File: config.mk
export PLATFORM = sky130hd
export DESIGN_NAME = aead_stream_sequencer
export DESIGN_NICKNAME = d
export VERILOG_FILES = /design/src/rtl/aead_stream_sequencer.sv
export SDC_FILE = /design/constraint.sdc
export NUM_CORES = 1
export LEC_CHECK = 0
export ABC_AREA = 1
export CORE_AREA = 4 4 311 313
export DETAILED_ROUTE_END_ITERATION = 8
export DIE_AREA = 0 0 315 317
export HOLD_SLACK_MARGIN = 0.02
export SYNTH_ARGS = -nofsm -noshare
export SYNTH_HDL_FRONTEND = slang
export SYNTH_SLANG_ARGS = --single-unit
File: constraint.sdc
create_clock -name clk -period 7.95 [get_ports clk]
set_input_delay 1.1925 -clock clk [delete_from_list [all_inputs] [get_ports clk]]
set_output_delay 1.1925 -clock clk [all_outputs]
set_load 0.005 [all_outputs]
File: src/rtl/aead_stream_sequencer.sv
// Per-message AEAD control: keystream request, AAD/payload forwarding with keep
// checking and byte counting, length block, tag wait, all wait states watchdog-guarded.
module aead_stream_sequencer #(
  parameter int CNT_W  = 32,
  parameter int WDOG_W = 12
) (
  input  logic               clk,
  input  logic               rst_n,
  input  logic               start,
  input  logic               algo_sel,
  input  logic               aad_empty,
  input  logic               pld_empty,
  input  logic               abort,
  input  logic               s_aad_valid,
  output logic               s_aad_ready,
  input  logic [127:0]       s_aad_data,
  input  logic [15:0]        s_aad_keep,
  input  logic               s_aad_last,
  input  logic               s_pld_valid,
  output logic               s_pld_ready,
  input  logic [127:0]       s_pld_data,
  input  logic [15:0]        s_pld_keep,
  input  logic               s_pld_last,
  output logic               ks_req,
  input  logic               ks_valid,
  output logic               aad_valid,
  input  logic               aad_ready,
  output logic [127:0]       aad_data,
  output logic [15:0]        aad_keep,
  output logic               pld_valid,
  input  logic               pld_ready,
  output logic [127:0]       pld_data,
  output logic [15:0]        pld_keep,
  output logic               len_valid,
  input  logic               len_ready,
  output logic [127:0]       len_block,
  input  logic               aad_done,
  input  logic               pld_done,
  input  logic               lens_done,
  input  logic               tag_pre_xor_valid,
  input  logic               tagmask_valid,
  output logic               busy,
  output logic               done,
  output logic               err_timeout,
  output logic               err_proto,
  output logic [CNT_W-1:0]   aad_bytes,
  output logic [CNT_W-1:0]   pld_bytes
);

  typedef enum logic [3:0] {
    S_IDLE, S_KS, S_AAD, S_AAD_W, S_PLD, S_PLD_W, S_LEN, S_LEN_W, S_TAG, S_DONE, S_ERR
  } state_t;

  state_t              state;
  logic                algo_q, aad_empty_q, pld_empty_q;
  logic                pre_seen, mask_seen;
  logic [WDOG_W-1:0]   wdog;

  function automatic logic [4:0] popcount16(input logic [15:0] k);
    popcount16 = '0;
    for (int i = 0; i < 16; i++) popcount16 = popcount16 + {4'd0, k[i]};
  endfunction

  // Last beat must be 2^n-1 (contiguous from lane 0) and nonzero.
  function automatic logic keep_ok(input logic [15:0] k, input logic last);
    logic [15:0] k1;
    k1 = k + 16'd1;
    if (!last) keep_ok = (k == 16'hFFFF);
    else       keep_ok = (k != 16'h0) && ((k1 & k) == 16'h0);
  endfunction

  function automatic logic [127:0] make_len(input logic chacha,
                                            input logic [CNT_W-1:0] a,
                                            input logic [CNT_W-1:0] p);
    logic [63:0] a64, p64;
    a64 = 64'(a);
    p64 = 64'(p);
    if (chacha) make_len = {p64, a64};
    else        make_len = {a64 << 3, p64 << 3};
  endfunction

  logic               aad_hs, pld_hs;
  logic [15:0]        beat_keep;
  logic               beat_last, beat_bad;
  logic [CNT_W:0]     cnt_sum;
  logic [WDOG_W-1:0]  wdog_inc;
  logic               wdog_fire;
  logic               pre_now, mask_now;
  logic [127:0]       len_word;

  assign aad_valid   = (state == S_AAD) && s_aad_valid;
  assign s_aad_ready = (state == S_AAD) && aad_ready;
  assign aad_data    = s_aad_data;
  assign aad_keep    = s_aad_keep;
  assign pld_valid   = (state == S_PLD) && s_pld_valid;
  assign s_pld_ready = (state == S_PLD) && pld_ready;
  assign pld_data    = s_pld_data;
  assign pld_keep    = s_pld_keep;

  assign aad_hs    = aad_valid && aad_ready;
  assign pld_hs    = pld_valid && pld_ready;
  assign beat_keep = (state == S_AAD) ? s_aad_keep : s_pld_keep;
  assign beat_last = (state == S_AAD) ? s_aad_last : s_pld_last;
  assign cnt_sum   = {1'b0, ((state == S_AAD) ? aad_bytes : pld_bytes)}
                   + (CNT_W+1)'(popcount16(beat_keep));
  assign beat_bad  = !keep_ok(beat_keep, beat_last) || cnt_sum[CNT_W];

  // Watchdog fires once 2^WDOG_W-1 idle cycles have elapsed in a core wait state.
  assign wdog_inc  = wdog + WDOG_W'(1);
  assign wdog_fire = (wdog_inc == '1);
  assign pre_now   = pre_seen  || tag_pre_xor_valid;
  assign mask_now  = mask_seen || tagmask_valid;
  assign len_word  = make_len(algo_q, aad_bytes, pld_bytes);

  always_ff @(posedge clk or negedge rst_n) begin
    if (!rst_n) begin
      state       <= S_IDLE;
      algo_q      <= 1'b0;
      aad_empty_q <= 1'b0;
      pld_empty_q <= 1'b0;
      pre_seen    <= 1'b0;
      mask_seen   <= 1'b0;
      wdog        <= '0;
      ks_req      <= 1'b0;
      len_valid   <= 1'b0;
      len_block   <= '0;
      busy        <= 1'b0;
      done        <= 1'b0;
      err_timeout <= 1'b0;
      err_proto   <= 1'b0;
      aad_bytes   <= '0;
      pld_bytes   <= '0;
    end else begin
      ks_req <= 1'b0;
      done   <= 1'b0;
      wdog   <= '0;
      if (abort) begin
        state     <= S_IDLE;
        busy      <= 1'b0;
        len_valid <= 1'b0;
      end else begin
        case (state)
          S_IDLE: if (start) begin
            state       <= S_KS;
            busy        <= 1'b1;
            ks_req      <= 1'b1;
            algo_q      <= algo_sel;
            aad_empty_q <= aad_empty;
            pld_empty_q <= pld_empty;
            aad_bytes   <= '0;
            pld_bytes   <= '0;
            err_timeout <= 1'b0;
            err_proto   <= 1'b0;
            pre_seen    <= 1'b0;
            mask_seen   <= 1'b0;
          end
          S_KS: if (ks_valid) begin
            if (!aad_empty_q)      state <= S_AAD;
            else if (!pld_empty_q) state <= S_PLD;
            else begin
              state     <= S_LEN;
              len_valid <= 1'b1;
              len_block <= len_word;
            end
          end else if (wdog_fire) begin
            err_timeout <= 1'b1;
            state       <= S_ERR;
          end else wdog <= wdog_inc;
          S_AAD: if (aad_hs) begin
            aad_bytes <= cnt_sum[CNT_W-1:0];
            if (beat_bad) begin
              err_proto <= 1'b1;
              state     <= S_ERR;
            end else if (s_aad_last) state <= S_AAD_W;
          end
          S_AAD_W: if (aad_done) begin
            if (!pld_empty_q) state <= S_PLD;
            else begin
              state     <= S_LEN;
              len_valid <= 1'b1;
              len_block <= len_word;
            end
          end else if (wdog_fire) begin
            err_timeout <= 1'b1;
            state       <= S_ERR;
          end else wdog <= wdog_inc;
          S_PLD: if (pld_hs) begin
            pld_bytes <= cnt_sum[CNT_W-1:0];
            if (beat_bad) begin
              err_proto <= 1'b1;
              state     <= S_ERR;
            end else if (s_pld_last) state <= S_PLD_W;
          end
          S_PLD_W: if (pld_done) begin
            state     <= S_LEN;
            len_valid <= 1'b1;
            len_block <= len_word;
          end else if (wdog_fire) begin
            err_timeout <= 1'b1;
            state       <= S_ERR;
          end else wdog <= wdog_inc;
          S_LEN: if (len_ready) begin
            len_valid <= 1'b0;
            state     <= S_LEN_W;
          end else if (wdog_fire) begin
            len_valid   <= 1'b0;
            err_timeout <= 1'b1;
            state       <= S_ERR;
          end else wdog <= wdog_inc;
          S_LEN_W: if (lens_done) state <= S_TAG;
          else if (wdog_fire) begin
            err_timeout <= 1'b1;
            state       <= S_ERR;
          end else wdog <= wdog_inc;
          S_TAG: begin
            pre_seen  <= pre_now;
            mask_seen <= mask_now;
            if (pre_now && mask_now) begin
              state <= S_DONE;
              done  <= 1'b1;
            end else if (wdog_fire) begin
              err_timeout <= 1'b1;
              state       <= S_ERR;
            end else wdog <= wdog_inc;
          end
          S_DONE: begin
            state <= S_IDLE;
            busy  <= 1'b0;
          end
          S_ERR: state <= S_ERR;
          default: begin
            state <= S_IDLE;
            busy  <= 1'b0;
          end
        endcase
      end
    end
  end

endmodule
* Word-level counts from Yosys, hierarchy flattened
Cells that the tools add are included.
** Word-level totals
- Flip-flop bits (word level) :: 219
- Input bits :: 308
- Output and inout port bits :: 490
- Logic and storage cells :: 180
** Cells by class
- Add/subtract/negate cells :: 18
- Eq/ne operators :: 35
- Muxes and demuxes :: 76
- Bitwise gates (word level) :: 2
- Reductions and logical operators :: 33
** Operators with widths (number)
- $mux 128 :: 5
- $pmux 128 s3 :: 1
- $mux 32 :: 4
- $pmux 32 s2 :: 2
- $mux 99 :: 1
- $mux 12 :: 8
- $pmux 12 s6 :: 1
- $mux 4 :: 15
- $add 5x1->5 :: 11
- $pmux 4 s10 :: 1
- $add 32x5->33 :: 1
- $mux 1 :: 29
- $ne 2x2->1 const B :: 13
- $ne 3x3->1 const B :: 7
- $add 16x1->16 const B :: 1
- $and 16x16->16 :: 1
- $eq 16x16->1 const B :: 1
- $eq 4x3->1 const B :: 4
- $logic_not 16->1 :: 1
- $mux 16 :: 1
- $reduce_bool 16->1 :: 1
- $add 12x1->12 const B :: 1
- $eq 12x12->1 const B :: 1
- $ne 4x4->1 const B :: 3
- 30 further kinds :: 50

* Logic depth before layout (Yosys ltp)
Gate-level depths: netlist of the first run.
- Depth in word-level cells :: 23
- Depth in mapped cells :: 32
- Depth with buffers taken out :: 28

* Worst setup path before layout of the first run
OpenSTA, ideal clock, no wires.
- Path kind :: register to register
- Start point :: register state[1]
- End point :: register state[3]
- Setup time :: 0.071 ns
- Arrival time :: 5.648 ns
- Slack :: 2.231 ns
- Stages on the path, launching flop included :: 30
- Path buffers :: 5
- Cell sequence :: dfrtp_1 > buf_4 > inv_4 > nor2_8 > nand2_4 > buf_6 > buf_6 > buf_2 > clkbuf_1 > nand2_1 > nand2_1 > fa_1 > fa_1 > fa_1 > fa_1 > fa_1 > fa_1 > o21ai_0 > nand2_1 > nand2_1 > nand4_4 > nor2_4 > nand3_2 > nor2_1 > nor2_2 > nand3_2 > nand2_1 > nor2_1 > nand2_1 > nor2_1
** On the way
- Cells in the longest elaborated chain, start to end :: 23
- Elaborated cells between the ends (all ways) :: 54
** RTL lines
- start: declaration :: line 54 : state_t state;
- start signal: assignment :: line 117 : state <= S_IDLE;
- start signal: assignment :: line 138 : state <= S_IDLE;
- start signal: assignment :: line 144 : state <= S_KS;
- $eq 4x2->1
- $mux 16 :: line 102 : assign beat_keep = (state == S_AAD) ? s_aad_keep : s_pld_keep;
- $add 1x1->2 :: line 61 : for (int i = 0; i < 16; i++) popcount16 = popcount16 + {4'd0, k[i]};
- $add 2x1->3 :: line 61
- $add 3x1->4 :: line 61
- $add 4x1->5 :: line 61
- $add 5x1->5 (11 in a row) :: line 61
- $add 32x5->33 :: line 105 : + (CNT_W+1)'(popcount16(beat_keep));
- $logic_or 1x1->1 :: line 106 : assign beat_bad = !keep_ok(beat_keep, beat_last) || cnt_sum[CNT_W];
- $mux 4, on equally long branches :: line 189, 171
- $mux 4, on equally long branches :: line 187, 169
- $pmux 4 s10 :: line 142 : case (state)
- $mux 4 :: line 137 : if (abort) begin
Parallel ways exist; a longest one is shown, timed or not. The select of a mux whose other input is x is not followed.
A chain may end at the register's enable or synchronous reset.

* Final worst setup path of the first run
- Start point :: register state[2]
- End point :: register state[3]
Same word-level chain as after synthesis.

==> flow_metrics.tcl, run 1 <==
set metrics [dict create \
    final_design_area_no_fill_um2 14200 \
    async_reset_ff_frac 1.00 \
    grt_util_all_layers 0.111 \
    worstHoldStart "wdog[0]$_DFF_PN0_" \
    synth_warnings 0 \
    tightestPinTransition_ps 1090 \
    numCtsBuffers 17 \
    netlist_instances 1654 \
    maxSlewViolCount 0 \
    fmaxAchievable_ghz 0.145 \
    drcViolationCount 0 \
    critPathBufInv 3 \
    initial_core_util 0.130 \
    clock_power_share 0.202 \
    syn_to_final_growth_pct 15.5 \
    final.setup_skew_ps 17.1 \
    fp.dieW_um 315 \
    post_dp_cell_area_um2 13600 \
    cp_data_arrival_time_ps 7330 \
    routed_wire_length_per_instance_um 19.8 \
    slowest_delay_ps 820 \
    final-setup-viol-count 0 \
    timing_worst_setup_path_type "register to register" \
    drive_gt1_frac 0.0676 \
    cts.repair_timing.setup_buffer_count 0 \
    cts_root_buffer "sky130_fd_sc_hd__clkbuf_16" \
    hold_path_end "wdog[0]$_DFF_PN0_" \
    final_replace_weighted_congestion 0.864 \
    worst_path_dominant_cell_family "simple AND/OR/NAND/NOR gates" \
    syn-cell-area_um2 12300 \
    yosysTopAreaCellShare 0.328 \
    netlist_top_cells_area "sky130_fd_sc_hd__dfrtp_1, sky130_fd_sc_hd__buf_4, sky130_fd_sc_hd__nand2_1" \
    worst-r2r-setup-slack_ps 1040 \
    first_global_vias 10100 \
    first_pass_grt_wire_length_mm 77.4 \
    report.final.hold_viol_count 0 \
    cp_common_cell "sky130_fd_sc_hd__nand2_1" \
    num_io_pins 798 \
    postCtsHoldBufs 0 \
    max_cap_viol_count 0 \
    period_minus_slack_ps 6910 \
    grt_overflow 0 \
    wl_mm 56.3 \
    worstSkewPairLatency_ps 500 \
    internal-power_w 0.00240 \
    design.die.area_um2 99900 \
    place_hpwl_mm 45.4 \
    fp.dieH_um 317 \
    first_iter_violations 784 \
    crit_fanout 15 \
    required_worst_endpoint_ps 8370 \
    coreArea_um2 94300 \
    drt_pre_antenna_iters 5 \
    via_count 10200 \
    insertedDiodeCount 0 \
    top_flip_flop_cell_by_instance_count_after_synthesis "sky130_fd_sc_hd__dfrtp_1" \
    timing.reg2reg.worst_path_depth 26 \
    clock_sinks 161 \
    cts_tree "yes" \
    status "finished clean" \
    rows 113 \
    final.fill_count 10800 \
    cellPowerDensity_nw_per_um2 305 \
    leakagePower_nw 5.77 \
    pin_count_of_the_biggest_net_entering_global_routing 97 \
    timing.slew.headroom 0.273 \
    grt_antenna_before_repair 6 \
    vdd_drop_max_v 0.000271 \
    worst_hold_path.num_cells 1 \
    num-nets-final 1903 \
    worstReg2RegStart "state[2]$_DFFE_PN0P_" \
    cts_resized 0 \
    netSwitchingPower_w 0.00192 \
    r2r_end "state[3]$_DFFE_PN0P_" \
    p_seq_frac 0.275 \
    finalCritPeriodShare 0.869 \
    post_drt_via_cell_ratio 3.59 \
    postSynthRegisterBits 161 \
    synth_area_per_cell_um2 7.42 \
    route.antenna.remaining_nets 0 \
    cp_slowest_cell "sky130_fd_sc_hd__nor2_2" \
    clock_slew_at_reported_path_ffs_ps 70 \
    area.sequential_um2 4030 \
    multiInputGateArea_um2 5010 \
    clock_tree.buffer_depth 2 \
    synth_sequential_area_ratio 0.328 \
    worst_hold_path_type "register to register" \
    critical_path.endpoint_type "register" \
    port_buffers 227 \
    grt_setup_unrepaired "false" \
    combinationalPowerShare 0.523 \
    synth_edf_count 0 \
    tns_ps 0 \
    critical_path.startpoint_type "register" \
    yosysUniqueCellTypes 53 \
    sw_frac_of_total 0.445 \
    synth_area_leader_cell "sky130_fd_sc_hd__dfrtp_1" \
    cts_max_level 4 \
]
## flip-flops by register name (all words and copies together) (netlist names), 4 cells and up
name,cells
wdog,12
aad_bytes,32
pld_bytes,32
state,4
len_block,70
## per-stage QoR
stage               setup slack (ps)  power (W)  hold slack [ps]   util  instances
finish                          1040    0.00432              485  0.150       2847
global route                     386    0.00472              509  0.150       2847
CTS                              791    0.00442              490  0.150       2847
detailed placement               624    0.00351              476  0.144       2816
global placement                 705    0.00347              469  0.144       2816
floorplan                       2230    0.00259              448      -       1711
## worst max path at each step
stage / startpoint / endpoint / slack (ps) / cells past startpoint
4_1_cts: state[2]$_DFFE_PN0P_ / state[3]$_DFFE_PN0P_ / 790 / 26
3_3_place_gp: s_aad_keep[11] / state[0]$_DFFE_PN0P_ / 710 / 24
6_report: state[2]$_DFFE_PN0P_ / state[3]$_DFFE_PN0P_ / 1040 / 26
2_1_floorplan: state[1]$_DFFE_PN0P_ / state[3]$_DFFE_PN0P_ / 2230 / 29
5_1_grt: state[2]$_DFFE_PN0P_ / state[0]$_DFFE_PN0P_ / 390 / 26
3_5_place_dp: s_pld_keep[0] / state[3]$_DFFE_PN0P_ / 620 / 23
## cell usage after synthesis (13+ instances only)
library cell               instances
sky130_fd_sc_hd__buf_4           347
sky130_fd_sc_hd__nand3_1          64
sky130_fd_sc_hd__xor2_1           20
sky130_fd_sc_hd__a31oi_1          58
sky130_fd_sc_hd__nand2_1         379
sky130_fd_sc_hd__nand2_2          14
sky130_fd_sc_hd__inv_1           139
sky130_fd_sc_hd__nor3_1           14
sky130_fd_sc_hd__dfrtp_1         161
sky130_fd_sc_hd__a21oi_1          13
sky130_fd_sc_hd__nor2_1          159
sky130_fd_sc_hd__o21ai_1          28
sky130_fd_sc_hd__o22ai_1          26
sky130_fd_sc_hd__o21ai_0          58
sky130_fd_sc_hd__ha_1             13
sky130_fd_sc_hd__clkbuf_1         26
sky130_fd_sc_hd__nand4_1          15
## logic make-up (layout without fill, tap and decap cells)
family | after synthesis | in the layout | share of synthesized area
compound gates | 206 | 206 | 0.100
xor+xnor | 27 | 27 | 0.0193
fa+ha+maj | 25 | 25 | 0.0328
buf+inv | 550 | 421 | 0.281
flops | 161 | 161 | 0.328
other cells | 1 | 58 | 0.000306
simple gates | 684 | 684 | 0.238
## placed cells by master, fill, tap and decap left out, drive strengths merged
cell / synthesis / layout
o31ai: 2 / 2
xor2: 20 / 20
nor4: 6 / 6
clkinvlp: 0 / 1
clkdlybuf4s50: 0 / 226
or2: 3 / 3
nand3: 66 / 66
a22o: 1 / 1
inv: 148 / 151
nor3b: 1 / 1
nor3: 16 / 16
a31o: 1 / 1
and3: 1 / 1
xnor2: 7 / 7
fa: 12 / 12
clkbuf: 26 / 20
a211oi: 1 / 1
nand3b: 7 / 7
nand2: 394 / 394
o21ai: 97 / 97
dfrtp: 161 / 161
a31oi: 58 / 58
bufinv: 0 / 1
ha: 13 / 13
clkinv: 2 / 8
buf: 374 / 14
a32o: 2 / 2
o21a: 2 / 2
o21bai: 2 / 2
o2111ai: 1 / 1
nand4: 16 / 16
conb: 1 / 58
a21oi: 13 / 13
o22ai: 26 / 26
nor2: 174 / 174
## final cells by class
type                       instances  area share
sequential                       161       0.284
multi-input combinational       1000       0.354
timing repair buffer             240       0.168
tap                             1265       0.112
clock inverter                    11     0.00866
inverter                         150      0.0403
clock buffer                      20      0.0329
## power by group through the flow
stage / registers (W) / clock network, W / logic [W]
floorplan: 0.00116 / 0 / 0.00143
global placement: 0.00120 / 0 / 0.00227
detailed placement: 0.00121 / 0 / 0.00230
CTS: 0.00119 / 0.000916 / 0.00231
global route: 0.00122 / 0.000943 / 0.00256
finish: 0.00119 / 0.000873 / 0.00226
## per-layer routing
layer / up-vias / track usage / share of wire
met5: - / 0.00484 / 0.0013
met4: 2 / 0.0428 / 0.031
met3: 115 / 0.0557 / 0.11
met2: 587 / 0.176 / 0.46
met1: 4818 / 0.127 / 0.40
li1: 4693 / - / -
(Power assumes the default switching activity.)
==> run 2, diff against run 1 <==
--- a/config.mk
+++ b/config.mk
@@ -9,7 +9,9 @@
 export CORE_AREA = 4 4 311 313
 export DETAILED_ROUTE_END_ITERATION = 8
 export DIE_AREA = 0 0 315 317
+export GPL_TIMING_DRIVEN = 0
 export HOLD_SLACK_MARGIN = 0.02
+export RECOVER_POWER = 100
 export SYNTH_ARGS = -nofsm -noshare
 export SYNTH_HDL_FRONTEND = slang
 export SYNTH_SLANG_ARGS = --single-unit
==> flow_metrics.tcl, run 2 (synthesis gave the netlist of run 1 again) <==
set metrics [dict create \
    status "finished, violations left" \
    violations "max-capacitance violations, max-slew violations" \
    design.die.area_um2 99900 \
    finish.utilization 0.206 \
    grt_setup_unrepaired "false" \
    drt_pre_antenna_iters 6 \
    timing.slew.headroom -2.33 \
    first_pass_grt_wire_length_mm 89.5 \
    numCtsBuffers 17 \
    worst-r2r-setup-slack_ps 610 \
    hold_path_end "busy$_DFFE_PN0P_" \
    area.sequential_um2 4030 \
    most_common_cell_after_layout_fill_and_taps_aside "sky130_fd_sc_hd__dlygate4sd3_1" \
    num_io_pins 798 \
    crit_fanout 10 \
    largest_registers "len_block (70), aad_bytes (32), pld_bytes (32)" \
    worstSkewPairLatency_ps 470 \
    cts_root_buffer "sky130_fd_sc_hd__clkbuf_16" \
    largest_reg_flops 70 \
    drcViolationCount 0 \
    setup_ws_ps 611 \
    drive_gt1_frac 0.199 \
    fp.dieW_um 315 \
    whs_ps 487 \
    final_design_area_no_fill_um2 19400 \
    timing.reg2reg.worst_path_depth 27 \
    leakagePower_nw 8.92 \
    clock_power_share 0.175 \
    period_minus_slack_ps 7340 \
    p_seq_frac 0.254 \
    critical_path.startpoint_type "register" \
    post_dp_cell_area_um2 18900 \
    final.setup_skew_ps 11.9 \
    maxSlewViolCount 164 \
    postCtsHoldBufs 0 \
    netSwitchingPower_w 0.00209 \
    wl_mm 66.0 \
    grt_util_all_layers 0.126 \
    cp_data_arrival_time_ps 7740 \
    grt.met2_usage 0.206 \
    regMostFlops "len_block" \
    via_count 12500 \
    cts_max_level 4 \
    finalCritPeriodShare 0.923 \
    coreArea_um2 94300 \
    final_replace_weighted_congestion 0.908 \
    required_worst_endpoint_ps 8360 \
    max_cap_viol_count 2 \
    internal-power_w 0.00254 \
    report.final.hold_viol_count 0 \
    fp.dieH_um 317 \
    final_cell_mix "sky130_fd_sc_hd__dlygate4sd3_1, sky130_fd_sc_hd__nand2_1, sky130_fd_sc_hd__buf_4" \
    met3_usage_grt 0.0359 \
    fmaxAchievable_ghz 0.136 \
    first_global_vias 12300 \
    initial_core_util 0.130 \
    preCtsSetupSlack_ps 470 \
    cellPowerDensity_nw_per_um2 238 \
    worst_hold_path.num_cells 2 \
    post_drt_via_cell_ratio 3.59 \
    grt-busiest-layer "met2" \
    critical_path.endpoint_type "register" \
    cts.repair_timing.setup_buffer_count 0 \
    clock_slew_at_reported_path_ffs_ps 70 \
    clock_sinks 161 \
    rows 113 \
    cts_resized 0 \
    combinationalPowerShare 0.571 \
    final.fill_count 10500 \
    worstHoldStart "busy$_DFFE_PN0P_" \
    port_buffers 483 \
    worst_hold_path_type "register to register" \
    sw_frac_of_total 0.451 \
    worstReg2RegStart "state[2]$_DFFE_PN0P_" \
    total_power_w 0.00462 \
    clock_tree.buffer_depth 2 \
    tightestPinTransition_ps 5000 \
    pin_count_of_the_biggest_net_entering_global_routing 89 \
    route.antenna.remaining_nets 0 \
    place_hpwl_mm 56.6 \
    final-setup-viol-count 0 \
    num-nets-final 2546 \
    multiInputGateArea_um2 4970 \
    grt_util_met1 0.164 \
    r2r_end "state[0]$_DFFE_PN0P_" \
    syn_to_final_growth_pct 58.2 \
    first_iter_violations 822 \
    grt_antenna_before_repair 20 \
    cts_tree "yes" \
    routed_wire_length_per_instance_um 18.9 \
    vdd_drop_max_v 0.000249 \
    timing_worst_setup_path_type "register to register" \
    grt_overflow 0 \
]
run 2: cell count changes in the layout (fill, tap and decap cells not counted), sizes merged:
cell           change
buf              +353
clkbuf            +35
clkdlybuf4s50    -176
clkinv             +1
clkinvlp           +1
diode              +7
dlygate4sd3      +432
inv                -3
run 2: metrics by stage:
step / TNS [ps] / instances
after floorplan: 0 / 1711
after global placement: -264030 / 3459
after detailed placement: 0 / 3460
after CTS: 0 / 3491
after global routing: 0 / 3493
final: 0 / 3497
run 2: how the worst max path moves through the flow:
stage / start / endpoint / slack [ps]
floorplan: state[1]$_DFFE_PN0P_ / state[3]$_DFFE_PN0P_ / 2230
global placement: rst_n / len_block[34]$_DFFE_PN0P_ / -1680
detailed placement: state[2]$_DFFE_PN0P_ / state[3]$_DFFE_PN0P_ / 470
CTS: state[2]$_DFFE_PN0P_ / state[0]$_DFFE_PN0P_ / 480
global route: state[2]$_DFFE_PN0P_ / state[3]$_DFFE_PN0P_ / 170
finish: state[2]$_DFFE_PN0P_ / state[0]$_DFFE_PN0P_ / 610
run 2: power groups by stage:
stage	clock, W	combinational [W]	sequential [W]
floorplan	0	0.00143	0.00116
global placement	0	0.00275	0.00119
detailed placement	0	0.00278	0.00120
CTS	0.000834	0.00278	0.00118
global route	0.000864	0.00294	0.00120
finish	0.000808	0.00264	0.00117
run 2: cell type report:
class                      count  area share
multi-input combinational   1000       0.256
timing repair buffer         484       0.249
sequential                   161       0.208
buffer                       399       0.148
tap                         1265      0.0815
inverter                     150      0.0293
clock buffer                  21      0.0237
clock inverter                10     0.00451
antenna                        7    0.000902
run 2: critical path, stage by stage (launching register included):
cell and delay [ps]:
sky130_fd_sc_hd__dfrtp_1 480, sky130_fd_sc_hd__nor2_4 440, sky130_fd_sc_hd__nand2_4 210, sky130_fd_sc_hd__buf_6 220, sky130_fd_sc_hd__clkbuf_1 430, sky130_fd_sc_hd__nand2_1 160, sky130_fd_sc_hd__nand2_1 170, sky130_fd_sc_hd__fa_1 530
sky130_fd_sc_hd__inv_1 60, sky130_fd_sc_hd__fa_1 470, sky130_fd_sc_hd__inv_1 50, sky130_fd_sc_hd__fa_1 490, sky130_fd_sc_hd__fa_1 430, sky130_fd_sc_hd__fa_1 470, sky130_fd_sc_hd__fa_1 440, sky130_fd_sc_hd__o21ai_0 330
sky130_fd_sc_hd__nand2_1 90, sky130_fd_sc_hd__nand2_1 180, sky130_fd_sc_hd__nand4_4 170, sky130_fd_sc_hd__nor2_4 210, sky130_fd_sc_hd__nand3_1 170, sky130_fd_sc_hd__nor2_1 380, sky130_fd_sc_hd__nor2_2 150, sky130_fd_sc_hd__nand3_2 110
sky130_fd_sc_hd__nand2_1 70, sky130_fd_sc_hd__nor2_1 140, sky130_fd_sc_hd__nand2_1 100, sky130_fd_sc_hd__nor2_1 90
run 2: metal layers:
layer | vias up | wire, µm
met2 | 530 | 31300
met5 | - | 51
met1 | 5949 | 28500
met4 | 8 | 1220
li1 | 5989 | -
met3 | 66 | 4960
==> RTL change: new RTL, settings of run 2 <==
Set the parameter `WDOG_W` to 14 (it was 12).
--- a/src/rtl/aead_stream_sequencer.sv
+++ b/src/rtl/aead_stream_sequencer.sv
@@ -3,5 +3,5 @@
 module aead_stream_sequencer #(
   parameter int CNT_W  = 32,
-  parameter int WDOG_W = 12
+  parameter int WDOG_W = 14
 ) (
   input  logic               clk,
Check against the original RTL: not settled (the Yosys comparison gave no result); the edit may change what the design does.
==> RTL change against run 2 <==
Critical path type unchanged; the flow still finishes with violations (max-capacitance violations, max-slew violations); hold slack worse by 0.0020 ns; first-iteration DRC count up 10%; combinational power is 2% lower; sequential cell count up 2; wire length fell by 2.8%; power increased by 1.4%; cell count down 0.29%; count of clock-buffer cells in the layout decreased by 3; largest power group unchanged; global-route usage decreased by 0.38 points; area after synthesis increased by 0.94%; setup slack lost 0.0034 ns; critical endpoint is now state[3]; largest cell class unchanged; final area increased by 0.84%.
==> RTL change: results (changes against run 2) <==
Run status
  • Status: complete, but fails checks
  • Failing checks: max-capacitance violations, max-slew violations

Worst setup path
  • R2R Path Start: state[1]
  • Critical path's largest stage delay: 0.55 ns (+0.02 ns)
  • CP delay by family, top: adder cells
  • Worst setup endpoint: state[3]
  • Worst Path Max Fanout: 19 (+9)
  • Crit path DAT: 7.75 ns (about the same)
  • R2R cell count: 28 (+3.7%)

Logic synthesis
  • Distinct cells, synth: 50 (-5.7%)
  • Post-synthesis sequential area ratio: 32.93% (+0.099 points)
  • Fraction of registers with async set/reset: 100.0% (unchanged)
  • Yosys warning count: 0 (unchanged)
  • Synth top cells by count: nand2_1 (360), buf_4 (348), dfrtp_1 (163), nor2_1 (163), inv_1 (146)
  • Top_reg_cell synth: dfrtp_1
  • Top cells by area, synth: dfrtp_1 (33%), buf_4 (21%), nand2_1 (11%), nor2_1 (4.9%), inv_1 (4.4%)

Place
  • Buffers on Ports: 483 (unchanged)
  • DP HPWL: 55240 um (-2.3%)
  • DP Area: 0.01905 mm2 (+0.61%)
  • DP Worst Slack: 0.1373 ns (-0.3328 ns)
  • GPL Wtd Cong: 0.9135 (+0.66%)

Timing
  • Final Max Tran Viols: 166 (+1.2%)
  • Clock skew: 0.02414 ns (+0.01225 ns)
  • Fin crit period: 7.343 ns (+0.003443 ns)
  • Slew @ Worst Pin: 3.569 ns (-1.429 ns)

Power and ir drop
  • Net Sw Frac: 44.49% (-0.65 points)
  • Maximum vdd drop: 338.4 uV (+36%)
  • Static Leakage: 8.919 nW (about the same)

Route
  • WL/cell: 18.41 um (-2.5%)
  • DR iter-0 viols: 905 (+10%)
  • DR pass1 iterations: 5 (-1)
  • Vias: 12409 (-1.1%)

Finish
  • Share of cells above drive strength 1: 20.53% (+0.62 points)
  • Final nets: 2541 (-0.20%)
  • Biggest regs: len_block (70), aad_bytes (32), pld_bytes (32)

GRT
  • First-pass GRT wire length: 86980 um (-2.8%)
  • Largest net degree at the start of global routing: 101 (+13%)
  • Antenna violations before repair: 6 (-70%)
  • GRT Total Usage: 12.21% (-0.38 points)

Clock network
  • TritonCTS Buffers: 17 (unchanged)

Job
  • Max-Cap Viols: 2 (unchanged)
==> RTL change: kinds of logic (layout without fill, tap and decap cells) <==
| logic type | Yosys count | after routing | share of synthesized area (%) |
|---|---|---|---|
| and+or+nand+nor | 662 | 662 | 22.96 |
| buffers and inverters | 560 | 1075 | 28.21 |
| AOI/OAI and AO/OA | 205 | 205 | 10.28 |
| DFF | 163 | 163 | 32.93 |
| xor gates and xnor gates | 33 | 33 | 2.334 |
| adders and majority gates | 25 | 25 | 3.253 |
| other | 1 | 59 | 0.03028 |
==> RTL change: power groups by stage <==
stage | Sequential (mW) | Combinational, mW | Clock [mW]
after floorplan | 1.19 | 1.39 | 0
after global placement | 1.22 | 2.73 | 0
after detailed placement | 1.22 | 2.77 | 0
after CTS | 1.20 | 2.78 | 0.941
after global routing | 1.22 | 2.89 | 0.974
final | 1.19 | 2.59 | 0.908
==> RTL change: metrics by stage <==
step	instances	hold slack, ns
global route	3486	0.5177
detailed placement	3455	0.4702
CTS	3487	0.4905
global placement	3454	0.4669
finish	3487	0.4849
floorplan	1706	0.4527
==> RTL change: how the worst min path moves through the flow <==
stage	from	endpoint	cells after the start
after floorplan	mask_seen	mask_seen	2
after global placement	mask_seen	mask_seen	2
after detailed placement	busy	busy	2
after CTS	pre_seen	pre_seen	2
after global routing	mask_seen	mask_seen	2
final	busy	busy	2
==> RTL change: layer usage <==
metal,share of wire (%),vias up,track usage (%)
met5,0,-,0
met4,0.84,0,1.967
met3,7.7,26,3.082
met2,47,546,19.80
met1,44,5877,16.65
li1,-,5960,-
==> RTL change: tightest hold or removal path: stages (launching register included) <==
cell	delay, ns
dfrtp_1	0.35
nand2_1	0.05
nand2_1	0.05
==> RTL change: final cells by class <==
| cell class | count | area, um2 |
|---|---|---|
| clock inverter | 14 | 183.9 |
| tap | 1265 | 1583 |
| clock buffer | 18 | 439.2 |
| timing repair buffer | 484 | 4833 |
| inverter | 162 | 608.1 |
| multi-input combinational | 983 | 4991 |
| fill | 10463 | 74730 |
| buffer | 397 | 2859 |
| antenna | 1 | 2.502 |
| sequential | 163 | 4079 |
==> RTL change: repair_timing <==
action | 4_1_cts | 5_1_grt
setup endpoints to repair | 0 | 4
gates resized for setup | 0 | 0
setup buffers | 0 | 0
